[config.mk]
export PLATFORM = sky130hd
export DESIGN_NAME = quadrature_decoder
export DESIGN_NICKNAME = d
export VERILOG_FILES = /design/src/rtl/quadrature_decoder_pkg.sv /design/src/rtl/quadrature_decoder_filter.sv /design/src/rtl/quadrature_decoder.sv
export SDC_FILE = /design/constraint.sdc
export NUM_CORES = 1
export LEC_CHECK = 0
export BUFFER_PORTS_ARGS = -buffer_cell sky130_fd_sc_hd__buf_2
export CAP_MARGIN = 20
export CORE_ASPECT_RATIO = 1.4
export CORE_UTILIZATION = 25
export DETAILED_ROUTE_END_ITERATION = 8
export PLACE_DENSITY_LB_ADDON = 0.25
export SYNTH_ARGS = -nofsm -noshare
export SYNTH_HDL_FRONTEND = slang
export SYNTH_HIERARCHICAL = 1
export SYNTH_SLANG_ARGS = --single-unit
export TNS_END_PERCENT = 50
[constraint.sdc]
create_clock -name clk -period 1.65 [get_ports clk]
set_input_delay 0.2475 -clock clk [delete_from_list [all_inputs] [get_ports clk]]
set_output_delay 0.2475 -clock clk [all_outputs]
set_load 0.02 [all_outputs]
[src/rtl/quadrature_decoder_pkg.sv]
// Shared A/B phase encodings, direction constants and the forward-rotation helper.
package quadrature_decoder_pkg;

    localparam logic [1:0] QD_S00 = 2'b00;
    localparam logic [1:0] QD_S01 = 2'b01;
    localparam logic [1:0] QD_S11 = 2'b11;
    localparam logic [1:0] QD_S10 = 2'b10;

    localparam logic QD_UP = 1'b1;
    localparam logic QD_DN = 1'b0;

    // Next state when rotating in the up direction: 00 -> 01 -> 11 -> 10 -> 00.
    function automatic logic [1:0] qd_next_up(input logic [1:0] ab);
        logic [1:0] nxt;
        case (ab)
            QD_S00:  nxt = QD_S01;
            QD_S01:  nxt = QD_S11;
            QD_S11:  nxt = QD_S10;
            default: nxt = QD_S00;
        endcase
        return nxt;
    endfunction

endpackage

[src/rtl/quadrature_decoder_filter.sv]
// Two-flop synchroniser plus stability filter on the 2-bit A/B bus.
// o_ab_f is the accepted value, o_ab_prev the value it replaced, o_accept a
// one-cycle strobe in the cycle after each acceptance.
module quadrature_decoder_filter #(
    parameter int unsigned FILTER_LEN = 2
) (
    input  logic       clk,
    input  logic       rst,
    input  logic [1:0] i_ab,
    output logic [1:0] o_ab_f,
    output logic [1:0] o_ab_prev,
    output logic       o_accept
);
    import quadrature_decoder_pkg::*;

    localparam int unsigned CW = (FILTER_LEN < 1) ? 1 : $clog2(FILTER_LEN + 1);

    logic [1:0]    r_s1;
    logic [1:0]    r_s2;
    logic [1:0]    r_ab_f;
    logic [1:0]    r_ab_prev;
    logic          r_accept;
    logic [CW-1:0] r_cnt;
    logic [CW-1:0] w_cnt_next;
    logic          w_accept;

    // Stability run length of the value landing in the second sync flop this edge.
    always_comb begin
        w_cnt_next = r_cnt;
        if (r_s1 != r_s2) begin
            w_cnt_next = CW'(1);
        end else if (r_cnt < CW'(FILTER_LEN)) begin
            w_cnt_next = r_cnt + CW'(1);
        end
        w_accept = (w_cnt_next >= CW'(FILTER_LEN)) && (r_s1 != r_ab_f);
    end

    // Synchroniser, run counter and accepted-value registers.
    always_ff @(posedge clk) begin
        if (rst) begin
            r_s1      <= QD_S00;
            r_s2      <= QD_S00;
            r_cnt     <= '0;
            r_ab_f    <= QD_S00;
            r_ab_prev <= QD_S00;
            r_accept  <= 1'b0;
        end else begin
            r_s1     <= i_ab;
            r_s2     <= r_s1;
            r_cnt    <= w_cnt_next;
            r_accept <= w_accept;
            if (w_accept) begin
                r_ab_prev <= r_ab_f;
                r_ab_f    <= r_s1;
            end
        end
    end

    assign o_ab_f    = r_ab_f;
    assign o_ab_prev = r_ab_prev;
    assign o_accept  = r_accept;

endmodule

[src/rtl/quadrature_decoder.sv]
// Quadrature decoder: filtered A/B -> step/dir pulses, sticky illegal-transition
// flag and a wrapping position counter.
module quadrature_decoder #(
    parameter int unsigned WIDTH      = 4,
    parameter int unsigned FILTER_LEN = 2
) (
    input  logic             clk,
    input  logic             rst,
    input  logic             a_in,
    input  logic             b_in,
    input  logic             enable,
    input  logic             clr,
    output logic             step,
    output logic             dir,
    output logic             err,
    output logic [WIDTH-1:0] count
);
    import quadrature_decoder_pkg::*;

    logic [1:0]       w_ab_f;
    logic [1:0]       w_ab_prev;
    logic             w_accept;
    logic             w_up;
    logic             w_dn;
    logic             w_illegal;

    logic             r_primed;
    logic             r_step;
    logic             r_dir;
    logic             r_err;
    logic [WIDTH-1:0] r_count;

    quadrature_decoder_filter #(
        .FILTER_LEN (FILTER_LEN)
    ) u_filter (
        .clk       (clk),
        .rst       (rst),
        .i_ab      ({a_in, b_in}),
        .o_ab_f    (w_ab_f),
        .o_ab_prev (w_ab_prev),
        .o_accept  (w_accept)
    );

    // Classify the transition just accepted by the filter.
    always_comb begin
        w_up      = (w_ab_f == qd_next_up(w_ab_prev));
        w_dn      = (w_ab_prev == qd_next_up(w_ab_f));
        w_illegal = ((w_ab_f ^ w_ab_prev) == 2'b11);
    end

    // Prime flag, step/dir/err registers and position counter.
    always_ff @(posedge clk) begin
        if (rst) begin
            r_primed <= 1'b0;
            r_step   <= 1'b0;
            r_dir    <= QD_DN;
            r_err    <= 1'b0;
            r_count  <= '0;
        end else begin
            r_step <= 1'b0;
            if (w_accept) begin
                if (!r_primed) begin
                    r_primed <= 1'b1;
                end else if (w_up || w_dn) begin
                    r_step <= 1'b1;
                    r_dir  <= w_up ? QD_UP : QD_DN;
                end else if (w_illegal) begin
                    r_err <= 1'b1;
                end
            end
            // clr overrides both the counter update and a same-cycle error set.
            if (clr) begin
                r_count <= '0;
                r_err   <= 1'b0;
            end else if (r_step && enable) begin
                r_count <= (r_dir == QD_UP) ? r_count + WIDTH'(1) : r_count - WIDTH'(1);
            end
        end
    end

    assign step  = r_step;
    assign dir   = r_dir;
    assign err   = r_err;
    assign count = r_count;

endmodule

### After elaboration in Yosys (flattened, before gate mapping)

Index checks and enable logic that the tools add are counted.

| operators by class | value |
|---|---|
| $add $sub $neg | 3 |
| $lt $le $gt $ge | 2 |
| equal/unequal tests | 9 |
| multiplexer cells | 7 |
| bitwise operators | 4 |
| reduce and logical (&&, ||, !) cells | 9 |

Operators by type and width:

| operator | count |
|---|---|
| one-hot mux 2 bit (3 select lines) | 2 |
| equality test 2 bit (second input constant) | 3 |
| adder 4 x 1 -> 4 bit (second input constant) | 1 |
| equality test 2 x 1 -> 1 bit (second input constant) | 2 |
| equality test 2 bit | 2 |
| zero test 2 bit | 2 |
| two-way mux 2 bit | 2 |
| two-way mux 4 bit | 1 |
| inequality test 2 bit | 2 |
| AND reduction 4 bit | 1 |
| subtractor 4 x 1 -> 4 bit (second input constant) | 1 |
| NOT 1 bit | 3 |
| AND reduction 3 bit | 1 |
| OR reduction 3 bit | 1 |
| adder 2 x 1 -> 2 bit (second input constant) | 1 |
| greater-or-equal comparator 2 bit (second input constant) | 1 |
| logical AND 1 bit | 2 |
| less-than comparator 2 bit (second input constant) | 1 |
| two-way mux 1 bit | 2 |
| OR reduction 2 bit | 1 |
| bitwise XOR 2 bit | 1 |
| logical OR 1 bit | 1 |

| storage, ports and cells | value |
|---|---|
| register bits | 19 |
| input bits | 6 |
| output and inout port bits | 7 |

### Logic depth before layout (Yosys ltp)

Gate-level depths: netlist of the first run.

| logic depth | value |
|---|---|
| word-level depth | 6 |
| depth in mapped cells | 6 |
| gate-level depth less buffers | 6 |

### Hierarchy

Netlist of the first run, hierarchy kept.

By module, submodules not included:

| module | instances | cells an instance | area an instance (um2) | seq. area each (um2) |
|---|---|---|---|---|
| quadrature_decoder_filter | 1 | 41 | 455.4 | 220.2 |
| quadrature_decoder | 1 | 49 | 427.9 | 160.2 |

### Least setup slack after synthesis of the first run

No wires, ideal clock.

| timing path | value |
|---|---|
| kind | register to register |
| start point | register r_dir (netlist: dir) |
| end point | register r_count[3] (netlist: count[3]) |
| setup time | 121 ps |
| data arrival time | 1,692 ps |
| data required time | 1,529 ps |
| setup slack | -163 ps |
| stages on the path, launching flop included | 7 |
| path through | dfxtp_1 > inv_1 > ha_1 > a21oi_2 > a211oi_2 > a31oi_1 > mux2_4 |

| between the ends | value |
|---|---|
| longest elaborated chain between the ends | 1 |

RTL lines:

| element | RTL line | text |
|---|---|---|
| start: declaration | quadrature_decoder.sv:29 | `logic r_dir;` |
| start signal: assignment | quadrature_decoder.sv:66 | `r_dir <= w_up ? QD_UP : QD_DN;` |
| two-way mux 4 bit | quadrature_decoder.sv:76 | `r_count <= (r_dir == QD_UP) ? r_count + WIDTH'(1) : r_count - WIDTH'(1);` |
| end signal: assignment | quadrature_decoder.sv:76 |  |
| end: declaration | quadrature_decoder.sv:31 | `logic [WIDTH-1:0] r_count;` |

Every way passes these cells.
A chain may end at the register's enable or synchronous reset.

### Worst setup path in the final report of the first run

Same ends and word-level chain as after synthesis.

==> results.py, run 1 <==
metrics = {
    "floorplanning": {
        "rows": 25,
        "pin_count": 13,
        "die_w_um": 52.24,
        "coreArea_sq_um": 3378,
        "start_util": 0.2615,
        "fp.dieH_um": 72.33,
        "die_area_sq_um": 3778,
    },
    "synth": {
        "synth_seq_cells": 19,
        "synth_cell_type_count": 28,
        "netlist_area_sq_um": 883.3,
        "synthTopCellsByArea": "dfxtp_1 43%, xnor2_1 7.9%, nor2_1 5.5%",
        "synth_top_area_share": 0.4306,
        "synthesis.nets": 100,
        "yosysSeqAreaShare": 0.4306,
        "synthCells": 90,
        "syn_avg_cell_area_sq_um": 9.815,
        "synth_warnings": 6,
        "yosysTopAreaCell": "dfxtp_1",
    },
    "sta": {
        "setup_viol": 0,
        "final_max_slew_viol_count": 0,
        "fmax_mhz": 633.6,
        "fin_tns_setup_ns": 0,
        "tightest_slew_ns": 0.6246,
        "rsz0062_at_grt": "false",
        "clock_skew_ns": 0.006177,
        "slew_headroom": 0.5822,
        "finalCriticalPeriod_ns": 1.578,
        "period_share": 0.9565,
        "hold_viol_final": 0,
    },
    "cts": {
        "numCtsBuffers": 3,
        "post_cts_resized": 1,
        "cts_tree": "built",
        "cts_root_buf": "clkbuf_8",
        "clockBufferDepth": 2,
        "path_clk_slew_ns": 0.08,
        "clock_sinks": 19,
        "ctsHtreeMaxLevel": 1,
        "cts_setup_buffers": 0,
        "clk_latency_ns": 0.26,
        "holdBufCountCts": 0,
    },
    "pwr": {
        "switching_share": 0.2487,
        "pwr-share-clk": 0.368,
        "p_comb_frac": 0.103,
        "p_leak_uw": 0.0003983,
        "power.internal_uw": 685.7,
        "p_sw_uw": 227.0,
        "ir_drop_mv": 0.6516,
        "seq_power_share": 0.529,
        "powerDensity_nw_per_um2": 840.3,
    },
    "worst_hold_path": {
        "hp-class": "input pin to register",
    },
    "layout": {
        "areaGrowthSynthToFinish_pct": 22.95,
        "layout-drive-gt1-share": 0.2685,
        "design_area_sq_um": 1086,
        "fill_cells": 360,
        "antennaDiodeCount": 0,
        "fin_nets": 119,
    },
    "setup_path": {
        "r2r.worst_path.cells": 6,
        "cpMaxStageDelayCell": "dfxtp_2",
        "worst_setup_path_start_kind": "register",
        "path_class": "register to register",
        "crit_required_ns": 1.80,
        "worstPathMaxFanout": 5,
        "path_delay_family": "compound AO/OA/AOI/OAI gates",
        "critPathMaxStageDelay_ns": 0.36,
        "r2r-start": "dir",
        "crit_start": "dir",
        "crit_buf_inv": 1,
        "cp-endpoint": "count[3]",
        "crit_chain": "inv_2 -> ha_4 -> a21oi_4 -> a211oi_2 -> a31oi_1 -> mux2_4",
        "arrival_ns": 1.72,
        "endpoint_kind": "register",
        "r2r_slack_ns": 0.07,
        "path_depth": 6,
        "r2r_end": "count[3]",
    },
    "placement": {
        "place_area_sq_um": 1030,
        "place.gp.congestion": 0.7092,
        "numPortBuffers": 12,
        "dp_hpwl_um": 1263,
    },
    "job": {
        "drv_cap": 0,
    },
    "global_route": {
        "grt_pass1_wl_um": 2725,
        "antenna_found_initial": 0,
        "grtUsageMet3": 0.04403,
        "grt_start_max_net_pins": 17,
        "grt_pass1_vias": 658,
        "grt_use_met2": 0.1852,
        "grt-ovfl-total": 0,
        "grtUsageTotal": 0.09958,
        "grt-busiest-layer": "met2",
        "use_met1": 0.09706,
    },
    "route": {
        "drc": 0,
        "ant_nets": 0,
        "vias": 674,
        "wl_um": 1707,
        "wl_per_cell_um": 11.53,
        "drt_iter0_drc": 15,
        "vias_per_cell": 4.554,
        "first_pass_iters": 4,
    },
    "outcome": {
        "outcome": "complete, no violations",
    },
}
[worst min-delay path by stage]
stage,start,end,depth (start not counted)
after floorplan,rst,dir,1
after global placement,err,err,2
after CTS,b_in,u_filter/r_s1[0],2
after detailed placement,b_in,u_filter/r_s1[0],2
after global routing,b_in,u_filter/r_s1[0],2
final,b_in,u_filter/r_s1[0],2
[placed cells by master, fill, tap and decap left out, drive strengths merged, types with 4 or more instances in the layout]
cell,instances
a21oi,6
nand2b,4
buf,16
nor2b,4
nor2,13
xnor2,8
dfxtp,19
inv,4
[per-layer routing]
layer	vias up	wire length [um]
met3	2	94
li1	338	-
met5	-	0
met1	310	736
met4	0	14
met2	24	861
[layout make-up]
type                       instances  area (sq um)  share of cell area
multi-input combinational         65         500.5              0.4608
inverter                           4         15.01             0.01382
sequential                        19         381.6              0.3514
clock buffer                       3         41.29             0.03802
clock inverter                     1         7.507            0.006912
timing repair buffer              16         90.09             0.08295
tap                               40         50.05             0.04608
[sequential cells by signal, indices dropped and copies added (netlist names)]
name / count
u_filter/o_ab_prev: 2
u_filter/r_s2: 2
u_filter/r_cnt: 2
count: 4
u_filter/r_s1: 2
u_filter/o_accept: 1
dir: 1
r_primed: 1
err: 1
u_filter/o_ab_f: 2
step: 1
[kinds of logic after synthesis]
kind of cell,synth area share
DFF,0.4306
and+or+nand+nor,0.1841
AOI/OAI and AO/OA,0.1374
muxes,0.03966
xor gates and xnor gates,0.1176
buffers and inverters,0.02549
adders and majority gates,0.06516
[cell usage after synthesis]
master,count
a2111oi_4,1
a211oi_1,1
a211oi_2,1
a21oi_1,5
a21oi_2,1
a31oi_1,2
clkbuf_1,2
dfxtp_1,19
fa_1,1
ha_1,3
inv_1,4
mux2_4,1
mux2i_1,2
nand2_1,3
nand2b_1,4
nand3_1,2
nor2_1,13
nor2b_1,4
nor3_1,2
o21a_1,1
o21ai_0,1
o31ai_1,2
or2_2,1
or3_1,1
or4b_1,2
xnor2_1,8
xor2_1,2
xor2_2,1
[power groups by stage]
stage | sequential, uW | clock (uW) | combinational, uW
finish | 482 | 336 | 94.3
global route | 484 | 374 | 105
CTS | 482 | 347 | 95.2
detailed placement | 493 | 0 | 94.6
global placement | 493 | 0 | 92.4
floorplan | 493 | 0 | 66.8
[through the flow]
step	setup WS [ns]	instances	hold WS [ns]	utilization	power [uW]
global placement	0.08610	144	0.4582	0.3048	585.2
finish	0.07172	148	0.1953	0.3215	912.6
global route	0.01163	148	0.1979	0.3215	962.9
detailed placement	-0.01436	144	0.4715	0.3048	587.9
floorplan	0.02814	90	0.3118	-	560.3
CTS	0.02619	148	0.1960	0.3193	924.2
No activity file was read; power rests on OpenSTA's default activity.
==> inputs of run 2 (changes only) <==
- ABC_AREA: unset -> 1
- CAP_MARGIN: 20 -> 25
==> run 2 against run 1 <==
Worst setup slack better by 0.13 ns. Global-route usage up 0.98 points. Clock-buffer cell count did not move. Wire length rose by 8.7%. Utilization down 1.5 points. Sequential power increased by 2%. Clock power decreased by 3%. Highest routed layer unchanged.
==> results.py, run 2 <==
metrics = {
    "outcome": {
        "outcome": "complete, no violations",
    },
    "worst_hold_path": {
        "min-delay-start": "b_in",
        "hp-class": "input pin to register",
    },
    "cts": {
        "clock_sinks": 19,
        "numCtsBuffers": 3,
        "ctsHtreeMaxLevel": 1,
        "holdBufCountCts": 0,
        "cts_tree": "built",
        "clockBufferDepth": 2,
        "path_clk_slew_ns": 0.08,
        "clk_latency_ns": 0.26,
        "cts_root_buf": "clkbuf_8",
        "cts_setup_buffers": 0,
        "post_cts_resized": 0,
    },
    "floorplanning": {
        "fp.dieH_um": 75.55,
        "die_area_sq_um": 4120,
        "coreArea_sq_um": 3676,
        "pin_count": 13,
        "rows": 26,
        "start_util": 0.2628,
        "die_w_um": 54.54,
    },
    "job": {
        "drv_cap": 0,
    },
    "sta": {
        "period_share": 0.8779,
        "clock_skew_ns": 0.009461,
        "tightest_slew_ns": 0.2441,
        "fmax_mhz": 690.4,
        "fin_tns_setup_ns": 0,
        "hold_viol_final": 0,
        "setup_viol": 0,
        "rsz0062_at_grt": "false",
        "slew_headroom": 0.8371,
        "final_max_slew_viol_count": 0,
        "finalCriticalPeriod_ns": 1.448,
    },
    "global_route": {
        "antenna_found_initial": 0,
        "grt_pass1_vias": 798,
        "grtUsageTotal": 0.1094,
        "grt_start_max_net_pins": 12,
        "grt_pass1_wl_um": 3201,
        "grt-ovfl-total": 0,
    },
    "synth": {
        "netlist_area_sq_um": 965.9,
        "synthTopCellsByArea": "dfxtp_1 39%, nand2_1 19%, inv_1 8.2%",
        "ys_async_sr_fraction": 0,
        "synthCells": 144,
        "synthesis.nets": 154,
        "synth_top_area_share": 0.3938,
        "yosysTopAreaCell": "dfxtp_1",
        "synth_edf_count": 0,
        "synth_common_cells": "49 x nand2_1, 21 x inv_1, 19 x dfxtp_1, 19 x nor2_1, 6 x inv_2",
        "synth_warnings": 6,
        "synth-main-ff-cell": "dfxtp_1",
        "synth_seq_cells": 19,
        "synthMostInstantiatedCell": "nand2_1",
        "yosysSeqAreaShare": 0.3938,
        "syn_avg_cell_area_sq_um": 6.708,
        "synth_cell_type_count": 20,
    },
    "pwr": {
        "powerDensity_nw_per_um2": 824.8,
        "power.internal_uw": 683.0,
        "p_leak_uw": 0.0005522,
        "pwr-share-clk": 0.351,
        "p_comb_frac": 0.121,
        "p_sw_uw": 244.8,
        "switching_share": 0.2638,
        "seq_power_share": 0.529,
        "ir_drop_mv": 0.4655,
    },
    "layout": {
        "regArea_sq_um": 380.4,
        "fin_nets": 171,
        "antennaDiodeCount": 0,
        "areaGrowthSynthToFinish_pct": 16.45,
        "layout-drive-gt1-share": 0.1813,
        "fill_cells": 412,
        "finalNonFillerCells": 202,
        "final_cell_mix": "49 x nand2_1, 21 x inv_1, 19 x nor2_1, 19 x dfxtp_1, 12 x buf_2",
        "multi_input_area_sq_um": 484.2,
        "final_common_cell": "nand2_1",
        "largest_register_ffs": 4,
    },
    "setup_path": {
        "path_class": "register to register",
        "endpoint_kind": "register",
        "crit_chain": "inv_1 -> ha_1 -> or2_1 -> nand2_1 -> nand2_1 -> nand2_1 -> nand2_1 -> a21oi_1",
        "crit_buf_inv": 1,
        "worst_setup_path_start_kind": "register",
        "r2r-start": "dir",
        "cpMaxStageDelayCell": "dfxtp_1",
        "worstPathMaxFanout": 4,
        "crit_start": "dir",
        "crit_top_cell": "nand2_1",
        "crit_required_ns": 1.85,
        "path_delay_family": "simple AND/OR/NAND/NOR gates",
        "critPathMaxStageDelay_ns": 0.38,
        "arrival_ns": 1.64,
    },
    "route": {
        "wl_um": 1855,
        "vias_per_cell": 4.366,
        "drc": 0,
        "ant_nets": 0,
        "vias": 882,
        "wl_per_cell_um": 9.183,
        "first_pass_iters": 5,
        "drt_iter0_drc": 23,
    },
    "placement": {
        "dp_cells": 198,
        "numPortBuffers": 12,
        "place.gp.congestion": 0.8324,
        "dp_hpwl_um": 1442,
    },
}
[run 2: cell types whose count changed in the layout (fill, tap and decap cells not counted), sizes merged, moves of 4 or more]
cell    previous run  this run
buf               16        12
nor2              13        20
inv                4        27
nand2              3        53
nor2b              4         0
xnor2              8         1
nand2b             4         0
[run 2: worst min-delay path: stages]
cell    delay [ns]
buf_2         0.07
inv_1         0.03
nor2_1        0.06
[run 2: worst paths after layout]
| kind | endpoint | slack (ns) | cells past startpoint |
|---|---|---|---|
| max | count[3] | 0.20 | 8 |
| min reg2reg | err | 0.45 | 2 |
| min | u_filter/r_s1[0] | 0.20 | 3 |
| max reg2reg | count[3] | 0.20 | 8 |
[run 2: routing by layer]
metal / vias to the layer above / GRT usage / part of all wire
li1: 461 / - / -
met1: 399 / 0.1091 / 0.44
met2: 20 / 0.2019 / 0.51
met3: 2 / 0.01796 / 0.042
met4: 0 / 0.06838 / 0.011
met5: - / 0 / 0
[run 2: metrics by stage]
stage          setup slack [ns]  total power [uW]  hold slack [ns]    util  instance area [sq um]
3_5_place_dp             0.2342             614.2           0.4427  0.2934                   1079
4_1_cts                  0.2134             947.8           0.1884  0.3060                   1125
2_1_floorplan            0.1618             585.3           0.3099       -                  965.9
5_1_grt                 0.07184             981.7           0.1904  0.3060                   1125
3_3_place_gp             0.2953             610.2           0.4416  0.2934                   1079
6_report                 0.2015             927.8           0.1987  0.3060                   1125
[run 2: cells by family after synthesis]
kind of cell             after synthesis  share of synthesized area
AND/OR/NAND/NOR                       81                     0.3601
buffers and inverters                 27                     0.1049
adder cells (fa/ha/maj)                4                    0.05959
flip-flops                            19                     0.3938
AO/OA/AOI/OAI                         11                    0.06347
XOR/XNOR                               2                    0.01814
[run 2: area by class of cell]
type                            count  area share
Clock buffer                        3     0.03671
Inverter                           27     0.09010
Sequential cell                    19      0.3382
Clock inverter                      1    0.004449
Timing Repair Buffer               12     0.05339
Multi-Input combinational cell     98      0.4305
Tap cell                           42     0.04672
[run 2: power groups by stage]
stage | combinational [uW] | sequential (uW) | clock (uW)
global route | 131 | 493 | 358
floorplan | 87.7 | 498 | 0
detailed placement | 113 | 501 | 0
finish | 112 | 490 | 325
global placement | 110 | 500 | 0
CTS | 113 | 491 | 344
